===== config.mk =====
export PLATFORM = sky130hd
export DESIGN_NAME = cg_count_match
export DESIGN_NICKNAME = d
export VERILOG_FILES = /design/src/rtl/cg_count_match.sv
export SDC_FILE = /design/constraint.sdc
export NUM_CORES = 1
export LEC_CHECK = 0
export CORE_ASPECT_RATIO = 1.75
export CORE_MARGIN = 1
export CORE_UTILIZATION = 35
export CTS_CLUSTER_DIAMETER = 50
export DETAILED_ROUTE_END_ITERATION = 10
export GPL_ROUTABILITY_DRIVEN = 0
export MAX_ROUTING_LAYER = met4
export PLACE_DENSITY_LB_ADDON = 0.12
export SYNTH_ARGS = -nofsm -noshare
export SYNTH_HDL_FRONTEND = slang
export SYNTH_SLANG_ARGS = --single-unit

===== constraint.sdc =====
create_clock -name i_clk -period 5.72 [get_ports i_clk]
set_clock_uncertainty 0.2 [all_clocks]
set_input_delay 1.716 -clock i_clk [delete_from_list [all_inputs] [get_ports i_clk]]
set_output_delay 1.716 -clock i_clk [all_outputs]
set_load 0.02 [all_outputs]

===== src/rtl/cg_count_match.sv =====
// Compare/event stage fed by the shared free-running counter.
// Raises a pending event when i_count reaches the programmed compare value,
// in one-shot or auto-advancing periodic mode. Pending events are counted
// (saturating) and retired one per i_ack; o_ovf records lost events.
module cg_count_match #(
    parameter int DATA_WIDTH = 32,
    parameter int PEND_WIDTH = 4
) (
    input  logic                  i_clk,
    input  logic                  i_rstn,
    input  logic [DATA_WIDTH-1:0] i_count,
    input  logic                  i_arm,
    input  logic                  i_disarm,
    input  logic                  i_periodic,
    input  logic [DATA_WIDTH-1:0] i_cmp,
    input  logic [DATA_WIDTH-1:0] i_period,
    input  logic                  i_ack,
    output logic                  o_irq,
    output logic [PEND_WIDTH-1:0] o_pend,
    output logic                  o_ovf,
    output logic                  o_armed,
    output logic [DATA_WIDTH-1:0] o_cmp
);

    typedef enum logic [1:0] {
        IDLE  = 2'd0,
        ARMED = 2'd1,
        DONE  = 2'd2
    } state_t;

    localparam logic [PEND_WIDTH-1:0] PEND_MAX = '1;

    state_t                  state_q, state_d;
    logic [DATA_WIDTH-1:0]   cmp_q, cmp_d;
    logic [DATA_WIDTH-1:0]   per_q, per_d;
    logic                    mode_q, mode_d;
    logic                    eq_q, eq_d;
    logic [PEND_WIDTH-1:0]   pend_q, pend_d;
    logic                    ovf_q, ovf_d;

    logic                    w_eq;
    logic                    hit;
    logic [DATA_WIDTH-1:0]   cmp_adv;

    // Saturating increment: the pending count never wraps back to zero.
    function automatic logic [PEND_WIDTH-1:0] pend_sat_inc(input logic [PEND_WIDTH-1:0] p);
        if (p == PEND_MAX) begin
            return p;
        end
        return p + 1'b1;
    endfunction

    // Rising-edge equality detect; eq_q suppresses repeat hits on a stalled counter.
    always_comb begin
        w_eq    = (i_count == cmp_q);
        hit     = (state_q == ARMED) && w_eq && !eq_q;
        cmp_adv = cmp_q + per_q;
    end

    // Pending-event counter and sticky overflow; a hit always counts, even
    // when arm/disarm are asserted in the same cycle.
    always_comb begin
        pend_d = pend_q;
        ovf_d  = ovf_q;
        if (hit && !i_ack) begin
            if (pend_q == PEND_MAX) begin
                ovf_d = 1'b1;
            end
            pend_d = pend_sat_inc(pend_q);
        end else if (!hit && i_ack && (pend_q != '0)) begin
            pend_d = pend_q - 1'b1;
        end
        if (i_arm && !i_disarm) begin
            ovf_d = 1'b0;
        end
    end

    // Next-state logic: hit handling first, then arm, then disarm overrides all.
    always_comb begin
        state_d = state_q;
        cmp_d   = cmp_q;
        per_d   = per_q;
        mode_d  = mode_q;
        eq_d    = w_eq;
        if (hit) begin
            if (mode_q && (per_q != '0)) begin
                cmp_d = cmp_adv;
                eq_d  = 1'b0;
            end else begin
                state_d = DONE;
            end
        end
        if (i_disarm) begin
            state_d = IDLE;
        end else if (i_arm) begin
            state_d = ARMED;
            cmp_d   = i_cmp;
            per_d   = i_period;
            mode_d  = i_periodic;
            eq_d    = 1'b0;
        end
    end

    // State and data registers, all cleared asynchronously.
    always_ff @(posedge i_clk or negedge i_rstn) begin
        if (!i_rstn) begin
            state_q <= IDLE;
            cmp_q   <= '0;
            per_q   <= '0;
            mode_q  <= 1'b0;
            eq_q    <= 1'b0;
            pend_q  <= '0;
            ovf_q   <= 1'b0;
        end else begin
            state_q <= state_d;
            cmp_q   <= cmp_d;
            per_q   <= per_d;
            mode_q  <= mode_d;
            eq_q    <= eq_d;
            pend_q  <= pend_d;
            ovf_q   <= ovf_d;
        end
    end

    assign o_irq   = (pend_q != '0);
    assign o_pend  = pend_q;
    assign o_ovf   = ovf_q;
    assign o_armed = (state_q == ARMED);
    assign o_cmp   = cmp_q;

endmodule


==> results.toml <==
[setup_path]
rrSetupSlack_ns = 1.83
r2r-start = "o_cmp[0]"
reg2reg_to = "o_cmp[30]"
startpoint = "i_count[14]"
start_kind = "input port"
crit_type = "input port to register"
worst-path-max-fanout = 5
cp.arrival_ns = 4.82
end_kind = "register"
endpoint = "o_pend[3]"
cp.required_ns = 5.79
ff2ff_path_depth = 12

[drt]
wl_met2_mm = 9.58
wl_met3_um = 623
ant_nets = 0
wl_mm = 16.9
drtIter0Drc = 262
routedWlPerCell_um = 18.1
remaining_drc_errors = 0
first_pass_iters = 5
wl_met1_mm = 6.28
num_vias = 4995
vias_per_cell = 5.35
top_layer_used = "met4"

[pwr]
finalPower_mw = 2.01
clkPwrFrac = 0.318
p_int_mw = 1.31
pwr-share-seq = 0.326
sw_frac_of_total = 0.349
p_switching_mw = 0.702
p_leak_nw = 3.17
power_frac_comb = 0.356
ir_drop_v = 0.000139
powerDensity_mw_per_mm2 = 287

[finish]
layout.nets = 884
final_area_mm2 = 0.00702
n_fill_cell = 1402
area_delta_synth_final_pct = 38.0
drive_gt1_frac = 0.0492
final_util = 0.491
final_cells = 933

[place]
hpwlAfterDp_mm = 13.2
post-place-ws_ns = 0.631
portBuffers = 140
dpl_cell_area_mm2 = 0.00669
dp_cells = 916

[logic_synthesis]
synth_common_cells = "nand2_1, dfrtp_1, a21oi_1"
synth_area_leaders = "dfrtp_1, nand2_1, ha_1"
synth_fp_nets = 749
ys_ff_latch = 73
yosysTopAreaCell = "dfrtp_1"
yosysMostFrequentCell = "nand2_1"
netlist_instances = 612
syn_avg_cell_area_um2 = 8.31
synth.distinct_cells = 52
synth-edff-count = 0
ys_seq_area_frac = 0.359
syn_area_mm2 = 0.00509
async_reset_ff_frac = 1.00
synth_top_flop_cell = "dfrtp_1"
yosysWarnings = 0
synth_top_area_share = 0.359

[clocking]
clk_transition_reported_paths_ns = 0.06
insertion_delay_ns = 0.34
clk_path_buf_depth = 2
ctsResizeCount = 0
cts.sinks = 73
hold_buffers = 0
cts_setup_buffers = 0
cts_tree = "built"
cts_buffers = 9
cts_root_buffer = "clkbuf_16"
htree_num_levels = 3

[floorplanning]
initial_core_util = 0.356
die_y_um = 161
dieWidth_um = 93.1
coreArea_mm2 = 0.0143
placementRows = 58
io_pins = 141
dieArea_mm2 = 0.0150

[grt]
grt_max_degree = 50
grt_pass1_wl_mm = 26.6
grt_pass1_vias = 5164
grt_use_total = 0.240
overflow = 0
antenna_found_initial = 1

[timing]
max-slew-margin-rel = 0.370
hold_viol_final = 0
period_share = 0.831
holdWs_ns = 0.291
final.setup.tns_ns = 0
fmax_ghz = 0.210
setup_viol = 0
layout_min_cycle_time_ns = 4.75
rsz0062_at_grt = "false"
worst_pin_slew_ns = 0.946
finalMaxSlewViolations = 0
setup_slack_ns = 0.965

[job]
drv_cap = 0

[outcome]
outcome = "finished, final reports clean"

[min_path]
hold_class = "register to register"
[how the worst min path moves through the flow]
stage                   start         to  slack, ns  depth (start not counted)
CTS                    mode_q     mode_q       0.29                          2
global route        o_pend[3]  o_pend[3]       0.33                          1
finish                 mode_q     mode_q       0.29                          2
floorplan              mode_q     mode_q       0.24                          2
global placement       mode_q     mode_q       0.27                          2
detailed placement     mode_q     mode_q       0.27                          2
[logic make-up after synthesis]
| family | after synthesis | share of synthesized area |
|---|---|---|
| muxes | 7 | 0.0140 |
| buffers and inverters | 31 | 0.0229 |
| adders and majority gates | 35 | 0.0890 |
| and+or+nand+nor | 250 | 0.217 |
| xor gates and xnor gates | 58 | 0.0999 |
| AOI/OAI and AO/OA | 158 | 0.198 |
| DFF | 73 | 0.359 |
[final cells by class]
cell class / instances / area [um2] / share of cell area
clock buffers: 12 / 256 / 0.0365
clock inverters: 4 / 75.1 / 0.0107
diodes: 1 / 2.50 / 0.000357
well taps: 180 / 225 / 0.0321
repair buffers: 147 / 1450 / 0.206
inverters: 8 / 30.0 / 0.00428
multi-input cells: 508 / 3150 / 0.449
flip-flops and latches: 73 / 1830 / 0.260
[critical path, cell delays in order]
cell	delay [ns]
clkdlybuf4s50_1	0.41
xor2_1	0.16
nor4_1	0.44
nand4_1	0.20
nor4b_2	0.57
nand2_1	0.27
ha_1	0.34
a21o_1	0.16
a21oi_1	0.20
nor3b_1	0.08
a21oi_1	0.15
xnor2_1	0.13
[registers in the layout (all words and copies together), names as in the netlist]
| name | cells |
|---|---|
| eq_q | 1 |
| o_ovf | 1 |
| o_pend | 4 |
| mode_q | 1 |
| per_q | 32 |
| state_q | 2 |
| o_cmp | 32 |
[per-layer routing]
metal  track usage  up-vias
li1              -     2426
met2         0.453      148
met4        0.0888        0
met5             -        -
met1         0.250     2394
met3        0.0254       27
[power groups by stage]
stage | Clock, mW | Combinational [mW] | Sequential, mW
floorplan | 0 | 0.422 | 0.670
global placement | 0 | 0.704 | 0.666
detailed placement | 0 | 0.711 | 0.667
CTS | 0.652 | 0.717 | 0.659
global route | 0.673 | 0.788 | 0.665
finish | 0.640 | 0.717 | 0.657
[placed cells by master, fill, tap and decap left out, drive strengths merged, types with 2 or more instances in the layout]
| cell | synthesis | layout |
|---|---|---|
| nand2 | 148 | 148 |
| clkdlybuf4s50 | 0 | 139 |
| dfrtp | 73 | 73 |
| a21oi | 56 | 56 |
| xor2 | 46 | 46 |
| o21ai | 37 | 37 |
| nor2 | 36 | 36 |
| ha | 33 | 33 |
| a21o | 20 | 20 |
| nor4 | 18 | 18 |
| xnor2 | 12 | 12 |
| clkbuf | 18 | 12 |
| inv | 8 | 8 |
| nor3 | 8 | 8 |
| o21a | 8 | 8 |
| nand3 | 8 | 8 |
| a211oi | 8 | 8 |
| buf | 5 | 8 |
| nand4 | 7 | 7 |
| o21bai | 6 | 6 |
| mux2i | 6 | 6 |
| and3 | 5 | 5 |
| a31oi | 5 | 5 |
| o211ai | 5 | 5 |
| nor2b | 4 | 4 |
| nand2b | 3 | 3 |
| or3 | 3 | 3 |
| o31ai | 3 | 3 |
| nor4b | 3 | 3 |
| or4 | 2 | 2 |
| a2111o | 2 | 2 |
| nor3b | 2 | 2 |
| fa | 2 | 2 |
| clkinvlp | 0 | 2 |
| bufinv | 0 | 2 |
| and2 | 2 | 2 |
(Power assumes the default switching activity.)
